### src/rtl/regfile_wb_sched_if.sv
// Writeback, issue and register-file write-port signals of the writeback scheduler.
// The slave modport is the scheduler's view of the bus.
interface regfile_wb_sched_if #(
  parameter int unsigned XLEN = 64,
  parameter int unsigned AW   = 5
);
  logic            wb0_valid;
  logic            wb0_ready;
  logic [AW-1:0]   wb0_reg;
  logic [XLEN-1:0] wb0_data;
  logic            wb1_valid;
  logic            wb1_ready;
  logic [AW-1:0]   wb1_reg;
  logic [XLEN-1:0] wb1_data;
  logic            issue_valid;
  logic [AW-1:0]   issue_reg;
  logic            issue_ready;
  logic [AW-1:0]   rs1;
  logic [AW-1:0]   rs2;
  logic            hazard_rs1;
  logic            hazard_rs2;
  logic            flush;
  logic            busy_any;
  logic            reg_write;
  logic [AW-1:0]   w_reg;
  logic [XLEN-1:0] w_data;

  modport master (
    output wb0_valid, wb0_reg, wb0_data, wb1_valid, wb1_reg, wb1_data,
           issue_valid, issue_reg, rs1, rs2, flush,
    input  wb0_ready, wb1_ready, issue_ready, hazard_rs1, hazard_rs2,
           busy_any, reg_write, w_reg, w_data
  );

  modport slave (
    input  wb0_valid, wb0_reg, wb0_data, wb1_valid, wb1_reg, wb1_data,
           issue_valid, issue_reg, rs1, rs2, flush,
    output wb0_ready, wb1_ready, issue_ready, hazard_rs1, hazard_rs2,
           busy_any, reg_write, w_reg, w_data
  );
endinterface

### src/rtl/regfile_wb_sched.sv
// Writeback scheduler: round-robin merge of two writeback channels onto the
// register-file write port, plus a busy scoreboard driving issue stalls and hazards.
module regfile_wb_sched #(
  parameter int unsigned XLEN = 64,
  parameter int unsigned NREG = 32,
  parameter int unsigned AW   = 5
) (
  input  logic                clk,
  input  logic                reset,
  regfile_wb_sched_if.slave   bus
);

  logic [NREG-1:0] busy_q, busy_d;
  logic            prio_q, prio_d;
  logic            reg_write_q, reg_write_d;
  logic [AW-1:0]   w_reg_q, w_reg_d;
  logic [XLEN-1:0] w_data_q, w_data_d;

  logic grant0, grant1, issue_fire;

  // prio points at the channel that wins the next contested cycle
  always_comb begin
    grant0 = bus.wb0_valid & (~bus.wb1_valid | ~prio_q);
    grant1 = bus.wb1_valid & (~bus.wb0_valid |  prio_q);
    prio_d = prio_q ^ (bus.wb0_valid & bus.wb1_valid);
  end

  always_comb begin
    reg_write_d = 1'b0;
    w_reg_d     = w_reg_q;
    w_data_d    = w_data_q;
    if (grant0) begin
      reg_write_d = (bus.wb0_reg != AW'(0));
      w_reg_d     = bus.wb0_reg;
      w_data_d    = bus.wb0_data;
    end else if (grant1) begin
      reg_write_d = (bus.wb1_reg != AW'(0));
      w_reg_d     = bus.wb1_reg;
      w_data_d    = bus.wb1_data;
    end
  end

  // Clear on commit, set on issue (set wins), flush wins over both
  always_comb begin
    issue_fire = bus.issue_valid & bus.issue_ready & (bus.issue_reg != AW'(0));
    busy_d     = busy_q;
    if (reg_write_q) busy_d[w_reg_q] = 1'b0;
    if (issue_fire)  busy_d[bus.issue_reg] = 1'b1;
    if (bus.flush)   busy_d = '0;
    busy_d[0] = 1'b0;
  end

  always_ff @(posedge clk or negedge reset) begin
    if (!reset) begin
      busy_q      <= '0;
      prio_q      <= 1'b0;
      reg_write_q <= 1'b0;
      w_reg_q     <= '0;
      w_data_q    <= '0;
    end else begin
      busy_q      <= busy_d;
      prio_q      <= prio_d;
      reg_write_q <= reg_write_d;
      w_reg_q     <= w_reg_d;
      w_data_q    <= w_data_d;
    end
  end

  assign bus.wb0_ready   = grant0;
  assign bus.wb1_ready   = grant1;
  assign bus.issue_ready = ~busy_q[bus.issue_reg] | (bus.issue_reg == AW'(0));
  assign bus.hazard_rs1  = busy_q[bus.rs1] & (bus.rs1 != AW'(0));
  assign bus.hazard_rs2  = busy_q[bus.rs2] & (bus.rs2 != AW'(0));
  assign bus.busy_any    = |busy_q;
  assign bus.reg_write   = reg_write_q;
  assign bus.w_reg       = w_reg_q;
  assign bus.w_data      = w_data_q;

endmodule

### src/flat_wrapper.sv
// flat-port wrapper written by rule: the top's interface ports become plain ports
module regfile_wb_sched_flat 
#(
  parameter int unsigned XLEN = 64,
  parameter int unsigned NREG = 32,
  parameter int unsigned AW   = 5
)
  (clk, reset, bus_wb0_valid, bus_wb0_reg, bus_wb0_data, bus_wb1_valid, bus_wb1_reg, bus_wb1_data, bus_issue_valid, bus_issue_reg, bus_rs1, bus_rs2, bus_flush, bus_wb0_ready, bus_wb1_ready, bus_issue_ready, bus_hazard_rs1, bus_hazard_rs2, bus_busy_any, bus_reg_write, bus_w_reg, bus_w_data);
  regfile_wb_sched_if #(.XLEN(XLEN), .AW(AW)) bus_i ();
  input  logic clk;
  input  logic reset;
  input wire logic [$bits(bus_i.wb0_valid)-1:0] bus_wb0_valid;
  input wire logic [$bits(bus_i.wb0_reg)-1:0] bus_wb0_reg;
  input wire logic [$bits(bus_i.wb0_data)-1:0] bus_wb0_data;
  input wire logic [$bits(bus_i.wb1_valid)-1:0] bus_wb1_valid;
  input wire logic [$bits(bus_i.wb1_reg)-1:0] bus_wb1_reg;
  input wire logic [$bits(bus_i.wb1_data)-1:0] bus_wb1_data;
  input wire logic [$bits(bus_i.issue_valid)-1:0] bus_issue_valid;
  input wire logic [$bits(bus_i.issue_reg)-1:0] bus_issue_reg;
  input wire logic [$bits(bus_i.rs1)-1:0] bus_rs1;
  input wire logic [$bits(bus_i.rs2)-1:0] bus_rs2;
  input wire logic [$bits(bus_i.flush)-1:0] bus_flush;
  output wire logic [$bits(bus_i.wb0_ready)-1:0] bus_wb0_ready;
  output wire logic [$bits(bus_i.wb1_ready)-1:0] bus_wb1_ready;
  output wire logic [$bits(bus_i.issue_ready)-1:0] bus_issue_ready;
  output wire logic [$bits(bus_i.hazard_rs1)-1:0] bus_hazard_rs1;
  output wire logic [$bits(bus_i.hazard_rs2)-1:0] bus_hazard_rs2;
  output wire logic [$bits(bus_i.busy_any)-1:0] bus_busy_any;
  output wire logic [$bits(bus_i.reg_write)-1:0] bus_reg_write;
  output wire logic [$bits(bus_i.w_reg)-1:0] bus_w_reg;
  output wire logic [$bits(bus_i.w_data)-1:0] bus_w_data;
  assign bus_i.wb0_valid = bus_wb0_valid;
  assign bus_i.wb0_reg = bus_wb0_reg;
  assign bus_i.wb0_data = bus_wb0_data;
  assign bus_i.wb1_valid = bus_wb1_valid;
  assign bus_i.wb1_reg = bus_wb1_reg;
  assign bus_i.wb1_data = bus_wb1_data;
  assign bus_i.issue_valid = bus_issue_valid;
  assign bus_i.issue_reg = bus_issue_reg;
  assign bus_i.rs1 = bus_rs1;
  assign bus_i.rs2 = bus_rs2;
  assign bus_i.flush = bus_flush;
  assign bus_wb0_ready = bus_i.wb0_ready;
  assign bus_wb1_ready = bus_i.wb1_ready;
  assign bus_issue_ready = bus_i.issue_ready;
  assign bus_hazard_rs1 = bus_i.hazard_rs1;
  assign bus_hazard_rs2 = bus_i.hazard_rs2;
  assign bus_busy_any = bus_i.busy_any;
  assign bus_reg_write = bus_i.reg_write;
  assign bus_w_reg = bus_i.w_reg;
  assign bus_w_data = bus_i.w_data;
  regfile_wb_sched #(.XLEN(XLEN), .NREG(NREG), .AW(AW)) u_core (.clk(clk), .reset(reset), .bus(bus_i));
endmodule
### config.mk
export PLATFORM = sky130hd
export DESIGN_NAME = regfile_wb_sched_flat
export DESIGN_NICKNAME = d
export VERILOG_FILES = /design/src/rtl/regfile_wb_sched_if.sv /design/src/rtl/regfile_wb_sched.sv /design/src/flat_wrapper.sv
export SDC_FILE = /design/constraint.sdc
export NUM_CORES = 1
export LEC_CHECK = 0
export ABC_AREA = 1
export BUFFER_PORTS_ARGS = -buffer_cell sky130_fd_sc_hd__clkbuf_2
export CAP_MARGIN = 20
export CORE_UTILIZATION = 46
export CTS_CLUSTER_DIAMETER = 100
export DETAILED_ROUTE_END_ITERATION = 10
export PLACE_DENSITY = 0.75
export SYNTH_ARGS = -nofsm -noshare
export SYNTH_HDL_FRONTEND = slang
export SYNTH_SLANG_ARGS = --single-unit
### constraint.sdc
create_clock -name clk -period 1.5 [get_ports clk]
set_input_delay 0.075 -clock clk [delete_from_list [all_inputs] [get_ports clk]]
set_output_delay 0.075 -clock clk [all_outputs]
set_load 0.01 [all_outputs]
==> qor.csv, run 1 <==
metric,value,unit
Critical Path End,bus_issue_ready,
average size of a mapped cell,6.684,um2
Area after DPL,8579,um2
R2R Path End,u_core.busy_q[2],
family with the most delay on the worst path,simple AND/OR/NAND/NOR gates,
Clock Latency Late Sink,360,ps
Post-DP HPWL,18130,um
measured slew at the worst slew-check pin,551.3,ps
max-slew violation count,0,
clock sink count,102,
Core Region,13400,um2
GPL Wtd Cong,0.9565,
R2R cell count,13,
GRT overflow,0,
"worst slack, placed",-256.5,ps
Final Hold Fails,0,
Worst Path Arrival,1750,ps
Setup WS post-layout,-325.9,ps
die area,14410,um2
failing checks,setup timing,
via/cell ratio,5.495,
post-synthesis register bit count,102,
final setup fails,35,
CP max-delay cell,dfrtp_1,
Max VDD drop,785.7,uV
max reg flops,64,
internal power,0.006125,W
post-DR wirelength/cell,17.41,um
CP Capture Type,output pin,
largest net degree at the start of global routing,49,
most frequent cells in the layout,"clkbuf_2, nor2_1, o21ai_0",
sequential power share,0.366,
Levels on crit path,9,
initial antenna violation count,2,
vias in the first global route,8018,
CTS root buf,clkbuf_16,
Logic pwr share,0.381,
GRT Total Usage,0.3625,
most frequent CP cell,nand2_1,
final WL,25870,um
Fmax,547.7,MHz
type of the most critical hold path,in2reg,
P&R area growth vs syn,50.58,%
first-pass GRT wire length,40500,um
CP required,1420,ps
hold path start,bus_wb0_data[56],
CTS tree,built,
Vias,8166,
Starting Density,0.4783,
unrepaired setup endpoints after global routing,yes,
DR pass1 iterations,7,
Post-Syn Area,6410,um2
r2r startpoint,u_core.busy_q[16],
H-tree level count,3,
part of the power in the clock network,0.253,
syn nets,1118,
Crit path largest cell delay,430,ps
placed cell count,1419,
layout cells sized above 1,0.3392,
port buffer count,234,
FF-to-FF setup slack,-300,ps
fin crit share,1.217,
Post-DRT Antenna Nets,0,
post-synthesis sequential area ratio,0.3982,
Buf/Inv on CP,2,
Worst setup SP type,flop,
First DRT Iteration DRCs,704,
max-cap viol count,0,
Clock Path Buffers,2,
Post-Layout Cell Count,1486,
Power Dens Cells,989.0,nW/um2
Mapped Cells,959,
Synth cell types,24,
Rows,42,
switching power,0.003421,W
WS Path Type,reg2out,
CP max FO,3,
Synth Warn #,0,
DRC,0,
design area,9652,um2
TritonCTS buffer count,9,
post-route minimum period,1826,ps
CP startpoint,u_core.busy_q[25],
number of I/O pins,235,
CTS clock-pin slew for the worst setup and hold paths,70,ps
status,"finished, violations left",
Die H,120.0,um
worst path cell trace,"nand2_1, nand2_1, nand2_1, nand2_1, nand2_1, nand2_2, nor4_4, buf_4, buf_6",
"most common cell after layout, fill and taps aside",clkbuf_2,
nets,1464,
Leak,4.920,nW
die width,120.0,um
net switching fraction of the power,0.3584,
Max Clock Skew,12.56,ps
Slew headroom,0.6292,
-- layout make-up --
cell class / count / area (um2)
fillers: 1086 / 3749
flip-flops and latches: 102 / 2552
repair buffers: 399 / 2804
multi-input cells: 705 / 3432
well taps: 176 / 220.2
inverters: 88 / 342.8
clock buffers: 11 / 242.7
clock inverters: 4 / 55.05
diodes: 1 / 2.502
-- layer usage --
layer  share of wire  vias to the layer above  GRT usage
met5         0.00050                        -          0
met4           0.039                        2     0.1680
met3           0.091                       81    0.07985
met2            0.47                      453     0.5894
met1            0.40                     3733     0.4574
li1                -                     3897          -
-- metrics by stage --
stage | total power (W) | hold WS (ps) | TNS, ps | utilization
2_1_floorplan | 0.005058 | -220.6 | 0 | -
3_3_place_gp | 0.006661 | -8.707 | -1312 | 0.6402
3_5_place_dp | 0.006705 | -10.42 | -2029 | 0.6402
4_1_cts | 0.009434 | 1.748 | -7504 | 0.7174
5_1_grt | 0.01004 | 8.760 | -14160 | 0.7203
6_report | 0.009546 | 6.512 | -8761 | 0.7203
-- power groups by stage --
stage	combinational, W	clock (W)	sequential (W)
finish	0.00363	0.00242	0.00350
CTS	0.00350	0.00246	0.00347
detailed placement	0.00320	0	0.00350
global placement	0.00316	0	0.00350
floorplan	0.00142	0	0.00364
global route	0.00395	0.00255	0.00354
-- cell families (layout without fill, tap and decap cells) --
group / after synthesis / after routing / share of synthesized area
other cells: 0 / 1 / 0
buf+inv: 152 / 502 / 0.09213
simple gates: 457 / 457 / 0.3080
flops: 102 / 102 / 0.3982
compound gates: 248 / 248 / 0.2016
-- worst min-delay path by stage --
stage	slack, ps	cells past startpoint	end
2_1_floorplan	-220	0	u_core.bus.reg_write
6_report	7	3	u_core.bus.w_data[56]
5_1_grt	9	3	u_core.bus.w_data[24]
3_3_place_gp	-9	1	u_core.bus.w_data[11]
4_1_cts	2	3	u_core.bus.w_data[49]
3_5_place_dp	-10	1	u_core.bus.w_data[8]
-- cells in the mapped netlist, drive strengths merged --
library cell | n | area share
o21ai | 169 | 0.13
nand2 | 158 | 0.093
nor2 | 154 | 0.093
dfrtp | 102 | 0.40
inv | 88 | 0.052
nand3 | 88 | 0.069
a21oi | 57 | 0.045
clkbuf | 42 | 0.025
nand4 | 36 | 0.035
buf | 22 | 0.016
nor3 | 15 | 0.012
o211ai | 7 | 0.0082
a21boi | 6 | 0.0070
nor4 | 6 | 0.0059
a31oi | 3 | 0.0029
o22ai | 2 | 0.0020
o31ai | 2 | 0.0023
o41ai | 2 | 0.0027
-- repair_timing --
item	4_1_cts	5_1_grt
hold buffers	37	0
resized for setup	63	48
buffers inserted	14	3
endpoints found under the hold margin	137	0
pin swaps	43	31
gates cloned	4	2
setup endpoints to repair	36	46
-- worst min-delay path, stage by stage --
cell	delay, ps
clkbuf_2	70
o21ai_1	60
o21ai_0	120
(Power assumes the default switching activity.)
==> run 2: changes to the inputs <==
--- a/constraint.sdc
+++ b/constraint.sdc
@@ -3,2 +3,2 @@
 set_output_delay 0.075 -clock clk [all_outputs]
-set_load 0.01 [all_outputs]
+set_load 0.05 [all_outputs]
==> run 2 against run 1 <==
Effect of this change: the flow still finishes with violations (setup timing); cell count shrank 1.7%; register-to-register slack lost 40 ps; routed wire length shrank 3.7%; via count shrank 0.84%; clock power is essentially flat; critical path depth shrank 4; critical path type unchanged.
==> qor.csv, run 2 (synthesized netlist as in run 1, its figures left out) <==
metric,value,unit
status,"finished, violations left",
failing checks,setup timing,
Max VDD drop,771.7,uV
Clock Path Buffers,2,
vias in the first global route,7792,
P&R area growth vs syn,51.61,%
Rows,42,
CP max FO,3,
r2r startpoint,u_core.busy_q[14],
global routing's busiest layer,met2,
Post-DP HPWL,17340,um
final setup fails,35,
First DRT Iteration DRCs,642,
Buf/Inv on CP,1,
sequential power share,0.325,
nets,1438,
layout cells sized above 1,0.3684,
unrepaired setup endpoints after global routing,yes,
H-tree level count,3,
Vias,8097,
CP required,1420,ps
die area,14410,um2
Area after DPL,8581,um2
met1 Track Usage GR,0.4076,
most frequent CP cell,nand4_1,
CTS root buf,clkbuf_16,
CTS tree,built,
initial antenna violation count,1,
post-route minimum period,1850,ps
FF-to-FF setup slack,-340,ps
Power Dens Cells,1103,nW/um2
clock sink count,102,
type of the most critical hold path,in2reg,
GRT overflow,0,
Final Hold Fails,0,
GRT Total Usage,0.3418,
Hold WS,2.382,ps
via/cell ratio,5.542,
CP Capture Type,output pin,
routing usage on met2,0.5826,
port buffer count,234,
max reg flops,64,
Clock Latency Late Sink,350,ps
final WL,24910,um
hold path start,bus_wb1_data[8],
CP max-delay cell,dfrtp_1,
net switching fraction of the power,0.4242,
Fmax,540.5,MHz
Post-DRT Antenna Nets,0,
switching power,0.004549,W
Slew headroom,0.6995,
Final Util,0.7252,
CP startpoint,u_core.busy_q[25],
family with the most delay on the worst path,simple AND/OR/NAND/NOR gates,
Max Clock Skew,7.550,ps
placed cell count,1402,
met3 GRT Util,0.08270,
Worst Path Arrival,1780,ps
worst path cell trace,"nor4_2, nand4_1, nor3_2, nand4_1, clkbuf_8",
number of I/O pins,235,
post-DR wirelength/cell,17.05,um
TritonCTS buffer count,9,
Setup WS post-layout,-350.1,ps
max-slew violation count,0,
WS Path Type,reg2out,
internal power,0.006175,W
Logic pwr share,0.451,
Die H,120.0,um
"most common cell after layout, fill and taps aside",clkbuf_2,
design area,9718,um2
first-pass GRT wire length,38730,um
most frequent cells in the layout,"clkbuf_2, o21ai_0, nor2_1",
CTS clock-pin slew for the worst setup and hold paths,70,ps
fillers,1108,
largest net degree at the start of global routing,63,
GPL Wtd Cong,0.9578,
measured slew at the worst slew-check pin,447.4,ps
DR pass1 iterations,5,
Crit path largest cell delay,410,ps
part of the power in the clock network,0.224,
DRC,0,
die width,120.0,um
Starting Density,0.4783,
Post-Layout Cell Count,1461,
Core Region,13400,um2
Leak,4.898,nW
fin crit share,1.233,
max-cap viol count,0,
Worst setup SP type,flop,
## run 2: changes by cell type in the layout (fill, tap and decap cells not counted), sizes merged
cell,delta
dlygate4sd3,-19
inv,-1
clkbuf,-1
buf,-8
clkinv,+2
bufbuf,+2
## run 2: area by class of cell
class / count / area [um2] / area share
Tap cell: 176 / 220.2 / 0.02266
Clock buffer: 11 / 242.7 / 0.02498
Sequential cell: 102 / 2560 / 0.2634
Antenna cell: 1 / 2.502 / 0.0002575
Inverter: 88 / 337.8 / 0.03476
Clock inverter: 5 / 57.56 / 0.005922
Multi-Input combinational cell: 705 / 3621 / 0.3726
Timing Repair Buffer: 373 / 2676 / 0.2754
## run 2: worst paths after layout
kind | depth (start not counted) | end
worst max register to register | 13 | u_core.busy_q[19]
worst min register to register | 2 | u_core.bus.w_data[62]
min in group asynchronous | 2 | u_core.bus.w_data[6]
worst min-delay path | 3 | u_core.bus.w_data[8]
max in group asynchronous | 3 | u_core.bus.reg_write
worst max-delay path | 5 | bus_busy_any
## run 2: power by group through the flow
stage               logic, W  registers (W)  clock network (W)
floorplan            0.00151        0.00470                  0
finish               0.00484        0.00349            0.00240
CTS                  0.00452        0.00347            0.00242
detailed placement   0.00430        0.00351                  0
global route         0.00517        0.00353            0.00253
global placement     0.00424        0.00350                  0
## run 2: worst min-delay path, stage by stage
cell and delay (ps):
clkbuf_2 80, nor2_1 80, o21ai_0 80
## run 2: metrics by stage
| stage | setup TNS [ps] | setup WS (ps) | total power [W] |
|---|---|---|---|
| 4_1_cts | -6395 | -335.2 | 0.01041 |
| 3_5_place_dp | -2301 | -107.8 | 0.007805 |
| 2_1_floorplan | -161.4 | -30.10 | 0.006208 |
| 6_report | -10880 | -350.1 | 0.01072 |
| 5_1_grt | -14090 | -432.6 | 0.01123 |
| 3_3_place_gp | -1977 | -80.28 | 0.007744 |
## run 2: what timing repair did
action,CTS,global route
pin swaps,22,27
gates cloned,4,3
hold buffers,18,0
endpoints found under the setup margin,37,38
resized for setup,37,82
hold endpoints to repair,34,0
setup buffers,8,10
## run 2: layer usage
layer | wire (um) | vias to the layer above
met4 | 907 | 0
met1 | 9347 | 3711
met2 | 12370 | 458
li1 | - | 3850
met3 | 2283 | 78
met5 | 0 | -
==> run 3: changes to the inputs <==
==> constraint.sdc (replaced) <==
create_clock -name clk -period 1.5 [get_ports clk]
set_input_delay 0.15 -clock clk [delete_from_list [all_inputs] [get_ports clk]]
set_output_delay 0.15 -clock clk [all_outputs]
set_load 0.05 [all_outputs]
==> run 3 against run 2 <==
Effect of this change: the flow still finishes with violations (setup timing); die area unchanged; critical path depth up 10; fmax down 7.9%; routed wire length up 12%; register-to-register slack worse by 170 ps.
==> qor.csv, run 3 (synthesized netlist as in run 1, its figures left out) <==
metric,value,unit
final setup fails,35,
CP Capture Type,flop,
Worst Path Arrival,2290,ps
Buf/Inv on CP,5,
clock sink count,102,
number of I/O pins,235,
Core Region,13400,um2
Die H,120.0,um
First DRT Iteration DRCs,867,
fillers,1112,
max-cap viol count,0,
Leak,5.012,nW
unrepaired setup endpoints after global routing,yes,
Starting Density,0.4783,
Vias,8496,
hold path start,bus_wb0_reg[0],
Post-DP HPWL,18900,um
FF-to-FF setup slack,-510,ps
Max VDD drop,848.4,uV
fin crit share,1.339,
Max Clock Skew,8.177,ps
max-slew violation count,0,
FF/Latch Area,2562,um2
failing checks,setup timing,
GRT Total Usage,0.3966,
layout cells sized above 1,0.3829,
GPL Wtd Cong,1.006,
Post-DRT Antenna Nets,0,
Final Hold Fails,0,
Pwr Total,0.01093,W
status,"finished, violations left",
R2R cell count,15,
hold depth,3,
Post-Layout Cell Count,1488,
post-route minimum period,2008,ps
family with the most delay on the worst path,simple AND/OR/NAND/NOR gates,
Clock Path Buffers,2,
Power Dens Cells,1112,nW/um2
"most common cell after layout, fill and taps aside",clkbuf_2,
Hold WS,37.07,ps
die width,120.0,um
H-tree level count,3,
die area,14410,um2
Rows,42,
via/cell ratio,5.710,
CTS root buf,clkbuf_16,
max reg flops,64,
placed cell count,1434,
initial antenna violation count,1,
r2r startpoint,u_core.busy_q[14],
type of the most critical hold path,in2reg,
final WL,27870,um
CP max-delay cell,dfrtp_1,
CTS tree,built,
P&R area growth vs syn,53.31,%
Area after DPL,8726,um2
Slew headroom,0.6709,
multi-input logic area,3528,um2
DR pass1 iterations,7,
Crit path largest cell delay,430,ps
CP max FO,8,
Fmax,498.0,MHz
most frequent cells in the layout,"clkbuf_2, o21ai_0, nor2_1",
nets,1465,
vias in the first global route,8371,
port buffer count,234,
largest net degree at the start of global routing,46,
Clock Latency Late Sink,360,ps
R2R Path End,u_core.busy_q[21],
DRC,0,
post-DR wirelength/cell,18.73,um
Final Util,0.7333,
design area,9827,um2
TritonCTS buffer count,9,
Worst setup SP type,flop,
first-pass GRT wire length,43770,um
Setup WS post-layout,-507.9,ps
GRT overflow,0,
WS Path Type,reg2reg,
worst path cell trace,"inv_2, o21ai_2, nand2_1, nand2_1, nand2_1, nand2_2, buf_6, nor2_4, buf_12, nand3_4, buf_6, buf_16, nand2_2, nand2_2, nor2_2",
worst hold endpoint,u_core.bus.reg_write,
CTS clock-pin slew for the worst setup and hold paths,80,ps
CP required,1780,ps
measured slew at the worst slew-check pin,493.1,ps
## run 3: changes by cell type in the layout (fill, tap and decap cells not counted), moves of 5 or more
cell | before | now
nor3_2 | 9 | 4
dlygate4sd3_1 | 18 | 1
nor2_2 | 8 | 3
nor2_1 | 140 | 145
nor3_1 | 5 | 10
buf_6 | 6 | 17
buf_4 | 94 | 128
nand2_1 | 115 | 123
buf_16 | 0 | 6
nand2_4 | 14 | 4
## run 3: worst max path at each step
| stage | endpoint | startpoint | slack (ps) | depth (start not counted) |
|---|---|---|---|---|
| after floorplan | bus_issue_ready | u_core.busy_q[28] | -70 | 7 |
| after global placement | u_core.busy_q[29] | bus_issue_reg[0] | -180 | 14 |
| after detailed placement | u_core.busy_q[16] | u_core.busy_q[28] | -170 | 11 |
| after CTS | bus_busy_any | u_core.busy_q[20] | -430 | 6 |
| after global routing | u_core.busy_q[21] | u_core.busy_q[14] | -560 | 15 |
| final | u_core.busy_q[21] | u_core.busy_q[14] | -510 | 15 |
## run 3: final cells by class
class,count,share of cell area
sequential,102,0.2608
antenna,1,0.0002546
clock inverter,5,0.006621
inverter,88,0.03412
multi-input combinational,705,0.3591
clock buffer,11,0.02368
tap,176,0.02241
timing repair buffer,400,0.2931
## run 3: repair_timing
action	CTS	global route
resized for setup	78	49
pin swaps	52	34
setup endpoints to repair	36	48
endpoints found under the hold margin	102	0
cloned	9	1
hold buffers	1	0
setup buffers	24	9
## run 3: layer usage
layer | track usage | part of all wire
met1 | 0.4867 | 0.38
met2 | 0.6232 | 0.46
met3 | 0.1112 | 0.10
met4 | 0.2273 | 0.055
met5 | 0 | 0
## run 3: worst reg2reg max path: cells and delay by family, from the launching register on
kind                   cells  cell delay, ps
and+or+nand+nor            9             780
buffers and inverters      5             670
DFF                        1             430
AOI/OAI and AO/OA          1              60
## run 3: stage by stage
stage	setup WS (ps)	TNS (ps)
after global routing	-562.2	-17310
after detailed placement	-165.8	-5118
after CTS	-431.0	-11680
final	-507.9	-14740
after global placement	-180.4	-5561
after floorplan	-73.54	-1055
## run 3: power by group
part	internal (W)	switching [W]	total, W
registers	0.00319	0.000333	0.00352
logic	0.00169	0.00325	0.00494
clock network	0.00132	0.00115	0.00247
total	0.00619	0.00474	0.0109
